File: config.mk
export PLATFORM = sky130hd
export DESIGN_NAME = vram_port_arbiter
export DESIGN_NICKNAME = d
export VERILOG_FILES = /design/src/rtl/vram_port_arbiter.sv
export SDC_FILE = /design/constraint.sdc
export NUM_CORES = 1
export LEC_CHECK = 0
export BUFFER_PORTS_ARGS = -buffer_cell sky130_fd_sc_hd__buf_2
export CAP_MARGIN = 10
export CORE_ASPECT_RATIO = 0.75
export CORE_MARGIN = 3
export CORE_UTILIZATION = 49
export DETAILED_ROUTE_END_ITERATION = 8
export PLACE_DENSITY = 0.84
export SETUP_SLACK_MARGIN = 0.15
export SLEW_MARGIN = 20
export SYNTH_ARGS = -nofsm -noshare
export SYNTH_HDL_FRONTEND = slang
export SYNTH_SLANG_ARGS = --single-unit
File: constraint.sdc
create_clock -name sys_clk -period 5.4 [get_ports sys_clk]
set_input_delay 1.08 -clock sys_clk [delete_from_list [all_inputs] [get_ports sys_clk]]
set_output_delay 1.08 -clock sys_clk [all_outputs]
set_load 0.02 [all_outputs]
File: src/rtl/vram_port_arbiter.sv
// Two-requester arbiter for the character-RAM port of the video driver.
// Round-robin, one registered grant per cycle, bounded lock for read-modify-write,
// and a tag pipeline that routes read data back to whichever side issued the read.
// A requester whose x_gnt is visible must have dropped or changed x_req by the next edge;
// every sampled x_req is treated as a fresh access.
module vram_port_arbiter #(
  parameter int unsigned AW       = 11,
  parameter int unsigned DW       = 16,
  parameter int unsigned RD_LAT   = 1,
  parameter int unsigned LOCK_MAX = 16
) (
  input  logic          sys_clk,
  input  logic          sys_rst_n,
  input  logic          a_req,
  input  logic          a_we,
  input  logic          a_lock,
  input  logic [AW-1:0] a_addr,
  input  logic [DW-1:0] a_wdata,
  output logic          a_gnt,
  output logic          a_rvalid,
  output logic [DW-1:0] a_rdata,
  input  logic          b_req,
  input  logic          b_we,
  input  logic          b_lock,
  input  logic [AW-1:0] b_addr,
  input  logic [DW-1:0] b_wdata,
  output logic          b_gnt,
  output logic          b_rvalid,
  output logic [DW-1:0] b_rdata,
  output logic          mem_we,
  output logic [AW-1:0] mem_addr,
  output logic [DW-1:0] mem_wdata,
  input  logic [DW-1:0] mem_rdata
);

  localparam int unsigned HW = $clog2(LOCK_MAX + 1);
  // Last hold value before the lock is forcibly released.
  localparam logic [HW-1:0] HoldLast = HW'(LOCK_MAX - 1);

  typedef enum logic [1:0] {StIdle, StLockA, StLockB} state_e;

  state_e          st_q, st_d;
  logic            last_b_q, last_b_d;  // 1: B was granted most recently
  logic [HW-1:0]   hold_q, hold_d;
  logic            gnt_a_d, gnt_b_d;
  logic [RD_LAT-1:0] tag_v_q;           // read in flight at this stage
  logic [RD_LAT-1:0] tag_b_q;           // owner of that read: 1 = B
  logic [DW-1:0]   a_rdata_q, b_rdata_q;

  // Arbitration decision and lock bookkeeping for the coming edge.
  always_comb begin
    st_d     = st_q;
    last_b_d = last_b_q;
    hold_d   = hold_q;
    gnt_a_d  = 1'b0;
    gnt_b_d  = 1'b0;
    case (st_q)
      StIdle: begin
        if (a_req && (!b_req || last_b_q)) gnt_a_d = 1'b1;
        else if (b_req)                    gnt_b_d = 1'b1;
        if (gnt_a_d && a_lock) begin
          st_d   = StLockA;
          hold_d = HW'(1);
        end
        if (gnt_b_d && b_lock) begin
          st_d   = StLockB;
          hold_d = HW'(1);
        end
      end
      StLockA: begin
        // Owner is served even on its releasing cycle; idle cycles still count toward hold.
        gnt_a_d = a_req;
        if (!a_lock || hold_q == HoldLast) begin
          st_d   = StIdle;
          hold_d = '0;
        end else begin
          hold_d = hold_q + 1'b1;
        end
      end
      StLockB: begin
        gnt_b_d = b_req;
        if (!b_lock || hold_q == HoldLast) begin
          st_d   = StIdle;
          hold_d = '0;
        end else begin
          hold_d = hold_q + 1'b1;
        end
      end
      default: begin
        st_d   = StIdle;
        hold_d = '0;
      end
    endcase
    // The lock owner is always the last grantee, so a forced release hands the next
    // conflict to the other side without extra logic.
    if (gnt_a_d)      last_b_d = 1'b0;
    else if (gnt_b_d) last_b_d = 1'b1;
  end

  // Arbiter state registers.
  always_ff @(posedge sys_clk or negedge sys_rst_n) begin
    if (!sys_rst_n) begin
      st_q     <= StIdle;
      last_b_q <= 1'b1;
      hold_q   <= '0;
    end else begin
      st_q     <= st_d;
      last_b_q <= last_b_d;
      hold_q   <= hold_d;
    end
  end

  // Registered grant and RAM command; address/data hold when nothing is granted.
  always_ff @(posedge sys_clk or negedge sys_rst_n) begin
    if (!sys_rst_n) begin
      a_gnt     <= 1'b0;
      b_gnt     <= 1'b0;
      mem_we    <= 1'b0;
      mem_addr  <= '0;
      mem_wdata <= '0;
    end else begin
      a_gnt  <= gnt_a_d;
      b_gnt  <= gnt_b_d;
      mem_we <= (gnt_a_d & a_we) | (gnt_b_d & b_we);
      if (gnt_a_d) begin
        mem_addr  <= a_addr;
        mem_wdata <= a_wdata;
      end else if (gnt_b_d) begin
        mem_addr  <= b_addr;
        mem_wdata <= b_wdata;
      end
    end
  end

  // Read tag pipeline: stage 0 tracks the read on the bus now, the last stage lines up
  // with mem_rdata.
  always_ff @(posedge sys_clk or negedge sys_rst_n) begin
    if (!sys_rst_n) begin
      tag_v_q <= '0;
      tag_b_q <= '0;
    end else begin
      tag_v_q[0] <= (a_gnt | b_gnt) & ~mem_we;
      tag_b_q[0] <= b_gnt;
      for (int i = 1; i < RD_LAT; i++) begin
        tag_v_q[i] <= tag_v_q[i-1];
        tag_b_q[i] <= tag_b_q[i-1];
      end
    end
  end

  assign a_rvalid = tag_v_q[RD_LAT-1] & ~tag_b_q[RD_LAT-1];
  assign b_rvalid = tag_v_q[RD_LAT-1] &  tag_b_q[RD_LAT-1];
  assign a_rdata  = a_rvalid ? mem_rdata : a_rdata_q;
  assign b_rdata  = b_rvalid ? mem_rdata : b_rdata_q;

  // Remember the last delivered read data per requester.
  always_ff @(posedge sys_clk or negedge sys_rst_n) begin
    if (!sys_rst_n) begin
      a_rdata_q <= '0;
      b_rdata_q <= '0;
    end else begin
      a_rdata_q <= a_rdata;
      b_rdata_q <= b_rdata;
    end
  end

endmodule
==> impl_metrics.yaml, run 1 <==
finish:
  synthToLayoutAreaGrowth_pct: 32.0
  layout-drive-gt1-share_pct: 54.1
  postLayoutCellArea_mm2: 0.00385
  antenna_cells: 0
  fin_util_pct: 69.3
  nets: 443
grt:
  grt_pass1_wl_mm: 11.5
  grt_pass1_vias: 2376
  grt_usage_pct: 22.4
  grt_overflow_total: 0
  grt_max_degree: 38
  antenna_found_initial: 0
power:
  peakVddDrop_uv: 358
  total_power_uw: 2330
  power_density_mw_per_mm2: 605
  p_leak_uw: 0.00204
floorplanning:
  die_w_um: 95.0
  ios: 142
  rows: 23
  dieArea_mm2: 0.00692
  start_util_pct: 52.5
  chipHeight_um: 72.8
  coreArea_mm2: 0.00555
cts:
  cts_tree: "built"
  postCtsSetupBuffers: 0
  clkLatencyLatePin_ns: 0.35
  cts_made_buffers: 9
  clockBufferDepth: 2
  clock-sinks: 72
  root_buffer: "clkbuf_8"
  hold_buffers: 0
  htree_levels: 3
  clk_pin_slew_ns: 0.07
  post_cts_resized: 0
yosys:
  async_flop_share_pct: 100
  postSynthAreaPerCell_um2: 13.2
  yosys.area.top_type_share_pct: 61.0
  yosysWarningCount: 0
  yosysTopAreaCell: "dfrtp_1"
  synthTopCellsByCount: "dfrtp_1, inv_1, mux2_2"
  synth_most_common_cell: "dfrtp_1"
  synth_fp_nets: 300
  synthCells: 220
  seq_area_frac_synth_pct: 61.9
  synth_area_leaders: "dfrtp_1, mux2_2, a222oi_1, inv_1, buf_2"
  synth_area_mm2: 0.00291
  synth_seq_cells: 72
  ys.flop_type: "dfrtp_1"
  synth_edf_count: 0
  synth_cell_types: 31
sta:
  maxSlewHeadroom_pct: 22.1
  hold_viol_final: 0
  rsz0062_at_grt: "no"
  slew_viol_final: 0
  min_period_ns: 3.05
  tightest_slew_ns: 1.17
  worst_slack_ns: 2.35
  setup_viol: 0
  clock-skew-final_ns: 0.00657
  layout_worst_path_cycle_share_pct: 56.4
  fmax_mhz: 328
  tns_ns: 0
critical_path:
  cp_max_fo: 17
  setup.worst_path.class: "flop to primary output"
  cp.required_ns: 4.32
  startpoint_type: "flop"
  end_kind: "primary output"
  crit_arrival_ns: 1.97
route:
  num_vias: 2337
  drt_pass1_iterations: 8
  viasPerCell: 5.28
  drc: 0
  ant_nets: 0
  wire_per_inst_um: 16.3
  dr.first_iter.drc_count: 232
  wl_mm: 7.24
placement:
  placed_cell_area_mm2: 0.00367
  io_buffers: 141
  place_congestion: 0.724
  pre_cts_slack_ns: 2.63
  post-dp-hpwl_mm: 5.43
hold_path:
  hp-class: "flop to flop"
outcome:
  outcome: "completed"
job:
  maxCapViolations: 0
-- stage by stage --
step                instances  hold slack, ns
global route              443           0.418
CTS                       443           0.408
floorplan                 220           0.449
global placement          427           0.393
finish                    443           0.404
detailed placement        427           0.395
-- per-layer routing --
| layer | vias up | track usage (%) | share of wire, % |
|---|---|---|---|
| li1 | 1090 | - | - |
| met1 | 1105 | 27.7 | 40 |
| met2 | 131 | 35.5 | 48 |
| met3 | 11 | 10.1 | 11 |
| met4 | 0 | 7.04 | 0.70 |
| met5 | - | 0 | 0 |
-- power breakdown --
group          switching [µW]  internal, µW  leakage (µW)
Combinational             657           412       0.00109
Sequential                104           774      0.000868
Clock                     202           179     0.0000809
-- kinds of logic (layout without fill, tap and decap cells) --
kind of cell | Yosys count | after routing | synth area share [%]
buffers and inverters | 43 | 191 | 6.40
AO/OA/AOI/OAI | 45 | 45 | 13.4
AND/OR/NAND/NOR | 26 | 26 | 5.07
flip-flops | 72 | 72 | 61.9
adder cells (fa/ha/maj) | 2 | 2 | 0.859
multiplexers | 32 | 32 | 12.4
-- placed cells by master, fill, tap and decap left out, types with 2 or more instances in the layout --
cell	synthesis	layout
nor2_1	5	5
o32a_1	2	2
clkbuf_8	0	10
nor2b_1	2	2
buf_4	0	2
inv_1	32	32
a21oi_1	6	5
ha_1	2	2
mux2_2	32	32
dfrtp_1	71	71
clkinvlp_4	0	4
a222oi_1	27	27
buf_2	8	141
nand2b_1	4	4
nand2_1	6	6
a21o_1	2	2
o21ai_0	3	3
-- sequential cells by signal, indices dropped and copies added, names as in the netlist --
| name | flops |
|---|---|
| tag_v_q | 1 |
| mem_wdata | 16 |
| a_rdata_q | 16 |
| mem_we | 1 |
| mem_addr | 11 |
| b_gnt | 1 |
| last_b_q | 1 |
| hold_q | 5 |
| tag_b_q | 1 |
| a_gnt | 1 |
| st_q | 2 |
| b_rdata_q | 16 |
-- cell type report --
class                           instances  area [µm²]
Multi-Input combinational cell        105         928
Sequential cell                        72        1800
Fill cell                             409        1710
Timing Repair Buffer                  143         721
Clock inverter                          6        43.8
Clock buffer                           10         138
Tap cell                               75        93.8
Inverter                               32         120
-- worst max-delay path: stages, from the launching register on --
cell      delay, ns
dfrtp_1        0.34
nand2b_1       0.66
mux2_2         0.44
buf_2          0.16
-- final timing paths --
kind                                 to       from  slack [ns]  depth (start not counted)
setup / recovery             a_rdata[6]    tag_b_q        2.35                          3
hold / removal                  tag_b_q      b_gnt        0.40                          0
setup reg to reg           mem_wdata[0]    st_q[1]        3.40                          4
hold reg to reg                 tag_b_q      b_gnt        0.40                          0
max in group asynchronous  b_rdata_q[1]  sys_rst_n        3.65                          2
min in group asynchronous  mem_wdata[5]  sys_rst_n        0.80                          1
(Power assumes the default switching activity.)
==> run 2, diff against run 1 <==
--- a/config.mk
+++ b/config.mk
@@ -5,13 +5,14 @@
 export SDC_FILE = /design/constraint.sdc
 export NUM_CORES = 1
 export LEC_CHECK = 0
+export ABC_AREA = 1
 export BUFFER_PORTS_ARGS = -buffer_cell sky130_fd_sc_hd__buf_2
 export CAP_MARGIN = 10
 export CORE_ASPECT_RATIO = 0.75
 export CORE_MARGIN = 3
-export CORE_UTILIZATION = 49
+export CORE_UTILIZATION = 47
 export DETAILED_ROUTE_END_ITERATION = 8
-export PLACE_DENSITY = 0.84
+export PLACE_DENSITY = 0.8
 export SETUP_SLACK_MARGIN = 0.15
 export SLEW_MARGIN = 20
 export SYNTH_ARGS = -nofsm -noshare
==> constraint.sdc (replaced) <==
create_clock -name sys_clk -period 2.84 [get_ports sys_clk]
set_input_delay 0.568 -clock sys_clk [delete_from_list [all_inputs] [get_ports sys_clk]]
set_output_delay 0.568 -clock sys_clk [all_outputs]
set_load 0.02 [all_outputs]
==> impl_metrics.yaml, run 2 <==
finish:
  fillers: 505
  reg_top3: "a_rdata_q x16, b_rdata_q x16, mem_wdata x16"
  final_cells: 586
  final_common_cell: "buf_2"
  final_cell_mix: "buf_2, nand2_1, dfrtp_1, nand3_1, o21ai_0"
  synthToLayoutAreaGrowth_pct: 32.1
  nets: 583
  antenna_cells: 0
  layout-drive-gt1-share_pct: 33.3
yosys:
  synth_cell_types: 19
  synth_area_mm2: 0.00310
  synth_most_common_cell: "nand2_1"
  yosysWarningCount: 0
  yosys.area.top_type_share_pct: 57.2
  postSynthAreaPerCell_um2: 8.53
  async_flop_share_pct: 100
  synth_seq_cells: 72
  synthCells: 364
  yosysTopAreaCell: "dfrtp_1"
  ys.flop_type: "dfrtp_1"
  synth_fp_nets: 444
  synthTopCellsByCount: "nand2_1, dfrtp_1, nand3_1"
  seq_area_frac_synth_pct: 58.1
  synth_area_leaders: "dfrtp_1, nand2_1, nand3_1, o21ai_0, inv_1"
  synth_edf_count: 0
critical_path:
  critPathMaxStageDelay_ns: 0.59
  path_cells: "inv_1, nor2_1, inv_1, nand2_1, o21ai_0, buf_2"
  critical_path_buf_inv_count: 3
  crit_arrival_ns: 1.97
  end_kind: "primary output"
  startpoint_type: "flop"
  cp_slowest_cell: "inv_1"
  cp.required_ns: 2.27
  setup.worst_path.class: "flop to primary output"
  cp_top_family: "buffers and inverters"
  cp_max_fo: 32
  crit_top_cell: "inv_1"
cts:
  clock-sinks: 72
  clockBufferDepth: 2
  cts_made_buffers: 9
  hold_buffers: 0
  cts_tree: "built"
  htree_levels: 3
  root_buffer: "clkbuf_8"
  clkLatencyLatePin_ns: 0.34
  clk_pin_slew_ns: 0.08
job:
  maxCapViolations: 0
route:
  dr.first_iter.drc_count: 140
  drt_pass1_iterations: 4
  viasPerCell: 4.94
  ant_nets: 0
  wire_per_inst_um: 13.5
  num_vias: 2895
  wl_mm: 7.89
  drc: 0
sta:
  min_period_ns: 2.54
  maxSlewHeadroom_pct: 45.5
  tns_ns: 0
  slew_viol_final: 0
  fmax_mhz: 394
  hold_ws_ns: 0.254
  tightest_slew_ns: 0.817
  rsz0062_at_grt: "yes"
  clock-skew-final_ns: 0.00711
  hold_viol_final: 0
  setup_viol: 0
  layout_worst_path_cycle_share_pct: 89.3
floorplanning:
  coreArea_mm2: 0.00610
  ios: 142
  dieArea_mm2: 0.00763
  rows: 24
  chipHeight_um: 76.4
  die_w_um: 99.8
  start_util_pct: 50.9
grt:
  grt_overflow_total: 0
  grt_usage_pct: 20.7
  grt_pass1_wl_mm: 12.7
  antenna_found_initial: 0
  grt_pass1_vias: 2776
  grt_max_degree: 34
hold_path:
  hp-class: "input port to asynchronous set/reset pin"
power:
  peakVddDrop_uv: 402
  p_leak_uw: 0.00231
  power_density_mw_per_mm2: 1030
placement:
  post-dp-hpwl_mm: 5.87
  placed_cells: 570
  place_congestion: 0.844
  io_buffers: 141
outcome:
  outcome: "completed"
[run 2: worst reg2reg max path: stages (launching register included)]
cell	delay [ns]
dfstp_2	0.56
inv_1	0.07
nand3_2	0.09
nand2_4	0.19
inv_2	0.44
nand2_1	0.11
nand3_1	0.11
[run 2: final timing paths]
path	from	to	slack, ns	depth (start not counted)
max	tag_v_q	a_rdata[15]	0.30	6
min	sys_rst_n	mem_wdata[5]	0.25	1
max reg2reg	last_b_q	mem_addr[1]	1.21	6
min reg2reg	b_gnt	tag_b_q	0.42	0
max in group asynchronous	sys_rst_n	b_rdata_q[1]	1.96	2
min in group sys_clk	b_gnt	tag_b_q	0.42	0
[run 2: area by class of cell]
type	instances	area, µm²	share of cell area [%]
clock buffers	10	128	3.11
well taps	78	97.6	2.38
clock inverters	6	115	2.81
multi-input cells	237	1070	26.1
repair buffers	144	741	18.1
flip-flops and latches	72	1800	44.0
inverters	39	146	3.57
[run 2: power by group]
group	switching (µW)	leakage, µW	internal, µW	total (µW)
clock network	380	0.000117	588	969
registers	177	0.000892	1410	1590
logic	1150	0.00130	512	1670
total	1710	0.00231	2510	4220
[run 2: stage by stage]
stage          utilization [%]  cell area, µm²  setup slack, ns  total power, µW
2_1_floorplan                -            3100            0.689             2670
3_3_place_gp              63.3            3860            0.705             3230
3_5_place_dp              63.3            3860            0.693             3270
4_1_cts                   67.2            4100            0.275             4260
5_1_grt                   67.3            4100            0.109             4490
6_report                  67.3            4100            0.304             4220
[run 2: cell families after synthesis]
| group | count (synthesis) | share of synthesized area [%] |
|---|---|---|
| AND/OR/NAND/NOR | 199 | 27.7 |
| flip-flops | 72 | 58.1 |
| buffers and inverters | 55 | 7.58 |
| AO/OA/AOI/OAI | 36 | 5.80 |
| adder cells (fa/ha/maj) | 2 | 0.806 |
[run 2: what timing repair did]
item,in CTS,in global routing
setup endpoints to repair,0,5
setup buffers,0,0
gates resized for setup,0,1
hold endpoints to repair,0,0
[run 2: routing by layer]
| layer | GRT usage, % | share of wire [%] |
|---|---|---|
| met2 | 33.4 | 45 |
| met1 | 27.3 | 46 |
| met3 | 6.68 | 8.1 |
| met4 | 4.50 | 0.58 |
| met5 | 0 | 0 |
